==> src/rtl/cache_miss_arbiter.sv <==
// Refill sequencer for an I-cache and a D-cache sharing one pipelined main memory.
// Issues one word read per cycle for a block and steers in-order returns into the owning cache.
module cache_miss_arbiter #(
  parameter int unsigned BLOCK_WORDS = 8,
  parameter bit          PRIO_D      = 1'b1
) (
  input  logic        clk,
  input  logic        rst,
  input  logic        i_miss,
  input  logic [15:0] i_miss_addr,
  input  logic        d_miss,
  input  logic [15:0] d_miss_addr,
  input  logic        mem_data_valid,
  output logic        mem_enable,
  output logic [15:0] mem_addr,
  output logic        fill_i,
  output logic        fill_d,
  output logic [15:0] fill_word_addr,
  output logic        write_tag_i,
  output logic        write_tag_d,
  output logic        owner,
  output logic        stall
);

  localparam int unsigned AW   = 16;
  localparam int unsigned CW   = $clog2(BLOCK_WORDS) + 1;
  localparam int unsigned OFFW = $clog2(BLOCK_WORDS * 2);

  localparam logic [AW-1:0] ALIGN_MASK = ~AW'((32'd1 << OFFW) - 32'd1);
  localparam logic [CW-1:0] CNT_FULL   = CW'(BLOCK_WORDS);
  localparam logic [CW-1:0] CNT_LAST   = CW'(BLOCK_WORDS - 1);

  typedef enum logic [1:0] {
    S_IDLE = 2'd0,
    S_FILL = 2'd1,
    S_DONE = 2'd2
  } state_e;

  state_e        state_q, state_d;
  logic [CW-1:0] issue_cnt_q, issue_cnt_d;
  logic [CW-1:0] recv_cnt_q, recv_cnt_d;
  logic [AW-1:0] base_q, base_d;
  logic          owner_q, owner_d;

  logic          any_miss_c;
  logic          grant_d_c;
  logic [CW-1:0] issue_idx_c;
  logic          mem_enable_c;
  logic [AW-1:0] mem_addr_c;
  logic          fill_i_c;
  logic          fill_d_c;
  logic [AW-1:0] fill_word_addr_c;
  logic          write_tag_i_c;
  logic          write_tag_d_c;

  // Grant selection: the priority cache wins only when both are missing.
  always_comb begin
    any_miss_c = i_miss | d_miss;
    grant_d_c  = d_miss & (PRIO_D | ~i_miss);
  end

  always_ff @(posedge clk or negedge rst) begin
    if (!rst) begin
      state_q     <= S_IDLE;
      issue_cnt_q <= '0;
      recv_cnt_q  <= '0;
      base_q      <= '0;
      owner_q     <= 1'b0;
    end else begin
      state_q     <= state_d;
      issue_cnt_q <= issue_cnt_d;
      recv_cnt_q  <= recv_cnt_d;
      base_q      <= base_d;
      owner_q     <= owner_d;
    end
  end

  always_comb begin
    state_d          = state_q;
    issue_cnt_d      = issue_cnt_q;
    recv_cnt_d       = recv_cnt_q;
    base_d           = base_q;
    owner_d          = owner_q;
    mem_enable_c     = 1'b0;
    fill_i_c         = 1'b0;
    fill_d_c         = 1'b0;
    fill_word_addr_c = '0;
    write_tag_i_c    = 1'b0;
    write_tag_d_c    = 1'b0;

    // Once all reads are issued the address parks on the last word of the block.
    issue_idx_c = (issue_cnt_q < CNT_FULL) ? issue_cnt_q : CNT_LAST;
    mem_addr_c  = base_q + (AW'(issue_idx_c) << 1);

    unique case (state_q)
      S_IDLE: begin
        if (any_miss_c) begin
          owner_d     = grant_d_c;
          base_d      = (grant_d_c ? d_miss_addr : i_miss_addr) & ALIGN_MASK;
          issue_cnt_d = '0;
          recv_cnt_d  = '0;
          state_d     = S_FILL;
        end
      end
      S_FILL: begin
        if (issue_cnt_q < CNT_FULL) begin
          mem_enable_c = 1'b1;
          issue_cnt_d  = issue_cnt_q + CW'(1);
        end
        // Returns are in order, so the receive count alone locates each word.
        if (mem_data_valid) begin
          fill_i_c         = ~owner_q;
          fill_d_c         = owner_q;
          fill_word_addr_c = base_q + (AW'(recv_cnt_q) << 1);
          recv_cnt_d       = recv_cnt_q + CW'(1);
          if (recv_cnt_q == CNT_LAST) begin
            write_tag_i_c = ~owner_q;
            write_tag_d_c = owner_q;
            state_d       = S_DONE;
          end
        end
      end
      S_DONE: begin
        state_d = S_IDLE;
      end
      default: begin
        state_d = S_IDLE;
      end
    endcase
  end

  // Strobes follow mem_data_valid in the same cycle, so they are decoded, not flopped.
  assign mem_enable     = mem_enable_c;
  assign mem_addr       = mem_addr_c;
  assign fill_i         = fill_i_c;
  assign fill_d         = fill_d_c;
  assign fill_word_addr = fill_word_addr_c;
  assign write_tag_i    = write_tag_i_c;
  assign write_tag_d    = write_tag_d_c;
  assign owner          = owner_q;
  assign stall          = rst & ((state_q != S_IDLE) | i_miss | d_miss);

endmodule

==> config.mk <==
export PLATFORM = sky130hd
export DESIGN_NAME = cache_miss_arbiter
export DESIGN_NICKNAME = d
export VERILOG_FILES = /design/src/rtl/cache_miss_arbiter.sv
export SDC_FILE = /design/constraint.sdc
export NUM_CORES = 1
export LEC_CHECK = 0
export CAP_MARGIN = 15
export CORE_ASPECT_RATIO = 1.25
export CORE_MARGIN = 2
export CORE_UTILIZATION = 25
export CTS_CLUSTER_SIZE = 25
export DETAILED_ROUTE_END_ITERATION = 7
export GPL_TIMING_DRIVEN = 0
export PLACE_DENSITY = 0.62
export SYNTH_ARGS = -nofsm -noshare
export SYNTH_HDL_FRONTEND = slang
export SYNTH_SLANG_ARGS = --single-unit
==> constraint.sdc <==
create_clock -name clk -period 1.4 [get_ports clk]
set_input_delay 0.14 -clock clk [delete_from_list [all_inputs] [get_ports clk]]
set_output_delay 0.14 -clock clk [all_outputs]
set_load 0.1 [all_outputs]
==> summary.md, run 1 <==
| Metric | Value |
|---|---|
| Run status | `finished, violations left` |
| Failing checks | `setup timing` |
| DP Worst Slack | `-1619 ps` |
| Fin util | `55.99%` |
| DRT Pass-1 Iters | `4` |
| Row count | `31` |
| Highest clock rate | `about 500 MHz` |
| Smallest hold slack | `350.0 ps` |
| CTS buffer count | `3` |
| First-pass GRT wire length | `approximately 7.6 mm` |
| Initial antenna violation count | `0` |
| Area growth syn-to-layout | `114.7%` |
| Final setup fails | `34` |
| Syn_area_per_cell | `9.856 um2` |
| Chip Height | `91.40 um` |
| Final worst-path setup slack | `-571.2 ps` |
| Post-route ant nets | `0` |
| Crit-path max FO | `5` |
| Setup CP Type | `register to primary output` |
| Slew @ Worst Pin | `605.6 ps` |
| Final Hold Viols | `0` |
| Ys Warns | `0` |
| Total track usage | `14.14%` |
| WP data required | `approximately 1300 ps` |
| Fin. max-slew vios | `0` |
| RSZ-0062 raised after global routing | `yes` |
| Minimum clock period | `~2000 ps` |
| Most frequent cells in the layout | `buf_4 (29), clkdlybuf4s50_1 (26), buf_12 (23)` |
| Post-Syn Instances | `roughly 160` |
| Commonest non-fill, non-tap cell in the layout | `buf_4` |
| Number of library cell types mapped by synthesis | `43` |
| N_diodes | `0` |
| Post-DP HPWL | `3.224 mm` |
| Fin crit share | `140.8%` |
| Max transition margin | `~60%` |
| Post-Synthesis Cell Area | `1528 um2` |
| Total wire length | `4.919 mm` |
| #FFs+latches synth | `23` |
| Worst path slowest cell | `or4_4` |
| Max-Cap Viols | `0` |
| Cell depth of the worst flop-to-flop path | `5` |
| Buffers and inverters on the worst path | `1` |
| Detailed Route Iter0 Violations | `83` |
| Clock sink count | `23` |
| Crit-path cells | `ha_4 > nand3_4 > or4_4 > a21oi_4 > buf_12` |
| Vias in the first global route | `1552` |
| Worst Setup Start Kind | `register` |
| Largest net degree at the start of global routing | `25` |
| Skew-Pair Late Insertion Delay | `270 ps` |
| DR vias/cell | `4.692` |
| Crit path arrival time | `1830 ps` |
| CP Depth | `5` |
| Post-Route Setup TNS | `-7624 ps` |
| Die area | `6756 um2` |
| IO Count | `76` |
| Worst min path class | `input pin to async pin` |
| DR WL/cell | `approximately 14 um` |
| GRT overflow | `0` |
| DR DRC count | `0` |
| Layout Skew | `5.406 ps` |
| Critical path's largest stage delay | `500 ps` |
| CP delay by family, top | `simple AND/OR/NAND/NOR gates` |
| Die W | `73.92 um` |
| Fin nets | `301` |
| Clock buffer depth | `2` |
| IO Port Bufs | `64` |
| CP Capture Type | `primary output` |
| Gpl congestion | `0.7325` |
| # H-tree levels | `1` |
| Reg clk slew, reported paths | `90 ps` |
| Ratio of cells with drive above 1 in the final layout | `between 60% and 70%` |
| Vias | `1600` |
| Core Area | `5857 um2` |
| Seq/Total Area, Yosys | `37.67%` |
| CTS tree | `done` |
| Starting Density | `26.08%` |
| Root Driver | `clkbuf_8` |
-- synth_stat cells --
library cell	count	area (um2)
o31ai_1	3	22.52
nor2b_1	2	12.51
or2_0	1	6.260
dfrtp_1	23	575.6
o22a_1	1	8.760
buf_2	3	15.01
conb_1	1	3.750
nand3_2	1	10.01
buf_1	1	3.750
mux2_2	24	270.3
nand2_1	5	18.77
and2_1	6	37.54
nand3_1	4	20.02
inv_1	2	7.510
xor2_1	2	17.52
a22o_1	1	8.760
nor3_1	2	10.01
buf_4	2	15.01
nand4_2	1	12.51
and3b_1	1	8.760
or3_2	2	15.01
clkbuf_1	3	11.26
or2_2	3	18.77
xnor2_1	3	26.28
o211ai_1	1	7.510
nor4bb_1	1	10.01
ha_1	4	50.05
or4_1	3	22.52
mux2i_1	1	10.01
nor2_1	9	33.78
nand3b_1	1	7.510
and4b_1	2	20.02
a22oi_1	1	7.510
or3_1	3	18.77
a21oi_1	9	45.04
nand2b_1	1	6.260
o21ai_0	13	65.06
nand4_1	4	25.02
a21boi_0	1	7.510
buf_6	1	11.26
nor2_2	1	6.260
nor2_4	1	11.26
o22ai_1	1	6.260
-- what timing repair did --
| item | in CTS | in global routing |
|---|---|---|
| resized for setup | 301 | 34 |
| setup endpoints to repair | 51 | 42 |
| buffers inserted | 14 | 19 |
| gates cloned | 2 | 1 |
| hold endpoints to repair | 23 | 23 |
| pin swaps | 5 | 12 |
-- registers in the layout, summed over array words and instances (netlist names) --
signal / cells
issue_cnt_q: 4
base_q: 12
state_q: 2
owner: 1
recv_cnt_q: 4
-- path summary, 6_finish.rpt --
kind	slack, ps	endpoint	from
worst max-delay path	-570	fill_word_addr[13]	base_q[4]$_DFFE_PN0P_
worst min-delay path	350	issue_cnt_q[0]$_DFFE_PN0P_	rst
worst max register to register	-100	recv_cnt_q[2]$_DFFE_PN0P_	state_q[1]$_DFFE_PN0P_
worst min register to register	580	recv_cnt_q[2]$_DFFE_PN0P_	recv_cnt_q[2]$_DFFE_PN0P_
max in group asynchronous	880	base_q[8]$_DFFE_PN0P_	rst
min in group clk	360	state_q[0]$_DFFE_PN0P_	d_miss
-- routing by layer --
metal / share of wire, % / vias up / track usage [%]
li1: - / 769 / -
met1: 43 / 789 / 18.83
met2: 52 / 36 / 23.51
met3: 3.3 / 6 / 2.442
met4: 1.1 / 0 / 3.182
met5: 0 / - / 0
-- worst min-delay path, cell delays in order --
cell and delay [ps]:
dlygate4sd3_1 520, buf_2 140, buf_12 180
-- cells by family (layout without fill, tap and decap cells) --
| family | count (synthesis) | after routing | synth area share (%) |
|---|---|---|---|
| muxes | 25 | 25 | 18.35 |
| buffers and inverters | 12 | 114 | 4.176 |
| and+or+nand+nor | 54 | 55 | 21.70 |
| other | 1 | 2 | 0.2455 |
| xor gates and xnor gates | 5 | 5 | 2.867 |
| AOI/OAI and AO/OA | 31 | 31 | 11.71 |
| adders and majority gates | 4 | 4 | 3.276 |
| DFF | 23 | 23 | 37.67 |
-- per-stage QoR --
step,cell area [um2],instances
after floorplan,1841,156
after global placement,2584,302
after detailed placement,2584,302
after CTS,3053,321
after global routing,3279,341
final,3279,341
-- layout make-up --
type	instances	area (um2)
fillers	504	2577
multi-input cells	122	1279
repair buffers	100	1135
flip-flops and latches	23	619.3
well taps	82	102.6
plain buffers	8	90.09
clock buffers	3	41.29
inverters	2	7.507
clock inverters	1	5.005
Power of run 1 is not shown: default switching activity piles up to over one toggle a cycle in this logic, so the estimate is an artifact.
==> run 2, diff against run 1 <==
CORE_ASPECT_RATIO = 2   (was 1.25)
DONT_BUFFER_PORTS = 1   (was not set)
PLACE_DENSITY = 0.46   (was 0.62)
RECOVER_POWER = 25   (was not set)
==> summary.md, run 2 (synthesis results as in run 1) <==
| Metric | Value |
|---|---|
| Run status | `finished, violations left` |
| Row count | `40` |
| Layout Cells excl Fill | `roughly 250` |
| DR vias/cell | `about 5.3` |
| # placed instances | `219` |
| Worst Setup Start Kind | `register` |
| CTS buffer count | `3` |
| Ratio of cells with drive above 1 in the final layout | `67.03%` |
| Reg clk slew, reported paths | `roughly 60 ps` |
| CP Capture Type | `primary output` |
| Starting Density | `25.65%` |
| WP data required | `1260 ps` |
| Die area | `6790 um2` |
| Detailed Route Iter0 Violations | `27` |
| IO Port Bufs | `0` |
| CP delay by family, top | `flip-flops` |
| GRT overflow | `0` |
| Worst path slowest cell | `dfrtp_4` |
| Max reg flops | `12` |
| Max transition margin | `between 50% and 60%` |
| Commonest non-fill, non-tap cell in the layout | `mux2_2` |
| Vias | `1309` |
| First-pass GRT wire length | `around 7.5 mm` |
| IO Count | `76` |
| Core Area | `5956 um2` |
| Root Driver | `clkbuf_16` |
| Most frequent cells in the layout | `mux2_2 (14), buf_4 (13), dfrtp_4 (12)` |
| Skew-Pair Late Insertion Delay | `250 ps` |
| Fin. max-slew vios | `0` |
| Slew @ Worst Pin | `around 730 ps` |
| Clock buffer depth | `2` |
| RSZ-0062 raised after global routing | `yes` |
| Buffers and inverters on the worst path | `0` |
| Clock sink count | `23` |
| Post-DP HPWL | `3.346 mm` |
| Worst min path class | `input pin to register` |
| Final worst-path setup slack | `-1078 ps` |
| Die W | `59.28 um` |
| DR WL/cell | `19.00 um` |
| Max-Cap Viols | `0` |
| Critical path's largest stage delay | `~650 ps` |
| Chip Height | `114.6 um` |
| Post-Route Setup TNS | `-14190 ps` |
| Final Hold Viols | `0` |
| Setup slack, reg-to-reg | `-190 ps` |
| Most flops, register | `base_q` |
| Largest net degree at the start of global routing | `24` |
| Crit-path cells | `ha_4 > nand3_4 > or4_4 > a21oi_4` |
| N_diodes | `0` |
| Smallest hold slack | `around 74 ps` |
| Fin crit share | `177.0%` |
| Fin nets | `roughly 220` |
| Total wire length | `4.656 mm` |
| Final setup fails | `35` |
| Setup CP Type | `register to primary output` |
| Failing checks | `setup timing` |
| Initial antenna violation count | `0` |
| # H-tree levels | `1` |
| Post-route ant nets | `0` |
| Area growth syn-to-layout | `51.92%` |
| Vias in the first global route | `1479` |
| CTS tree | `done` |
| Total track usage | `14.60%` |
| DR DRC count | `0` |
| Minimum clock period | `2478 ps` |
| Highest clock rate | `403.5 MHz` |
| Gpl congestion | `0.7824` |
| Largest regs | `base_q: 12 flops, issue_cnt_q: 4 flops, recv_cnt_q: 4 flops` |
| Crit-path max FO | `6` |
| DRT Pass-1 Iters | `4` |
| Crit path arrival time | `2340 ps` |
| DP Worst Slack | `-845.4 ps` |
| Layout Skew | `2.605 ps` |
-- run 2: changes by cell type in the layout (fill, tap and decap cells not counted), moves of 3 or more --
cell and delta:
o21ai_1 +3, clkbuf_4 -4, buf_4 -16, buf_12 -23, buf_2 -8, clkdlybuf4s50_1 -26, clkbuf_8 -3
-- run 2: final timing paths --
kind,depth (start not counted),from,endpoint
setup / recovery,4,base_q[4]$_DFFE_PN0P_,fill_word_addr[13]
hold / removal,2,i_miss,owner$_DFFE_PN0P_
setup reg to reg,6,state_q[0]$_DFFE_PN0P_,base_q[6]$_DFFE_PN0P_
hold reg to reg,2,recv_cnt_q[2]$_DFFE_PN0P_,recv_cnt_q[2]$_DFFE_PN0P_
max in group asynchronous,2,rst,base_q[7]$_DFFE_PN0P_
min in group asynchronous,2,rst,state_q[1]$_DFFE_PN0P_
-- run 2: final cells by class --
| type | count | area (um2) |
|---|---|---|
| timing repair buffer | 24 | 226.5 |
| buffer | 8 | 86.33 |
| tap | 63 | 78.83 |
| multi-input combinational | 121 | 1216 |
| fill | 592 | 3635 |
| inverter | 2 | 7.507 |
| clock inverter | 1 | 5.005 |
| clock buffer | 3 | 75.07 |
| sequential | 23 | 625.6 |
-- run 2: timing repair --
action | in CTS | in global routing
endpoints found under the setup margin | 39 | 40
gates cloned | 0 | 0
hold buffers | 2 | 0
hold endpoints to repair | 23 | 0
pin swaps | 15 | 15
setup buffers | 21 | 4
resized for setup | 40 | 9
-- run 2: metrics by stage --
step                cell area [um2]  utilization, %
global placement               1919           32.23
finish                         2321           38.97
global route                   2321           38.97
floorplan                      1841               -
detailed placement             1919           32.23
CTS                            2325           39.03
-- run 2: routing by layer --
layer / GRT usage, % / vias up / part of all wire [%]
li1: - / 613 / -
met1: 15.68 / 646 / 36
met2: 26.81 / 46 / 57
met3: 3.051 / 4 / 6.0
met4: 5.152 / 0 / 1.5
met5: 0 / - / 0
Power of run 2 is left out for the same reason.
==> run 3, diff against run 2 <==
CAP_MARGIN = 20   (was 15)
==> results of run 3 <==
The final DEF is identical to that of run 2; final timing and power are the same.
Power of run 3 is left out for the same reason.
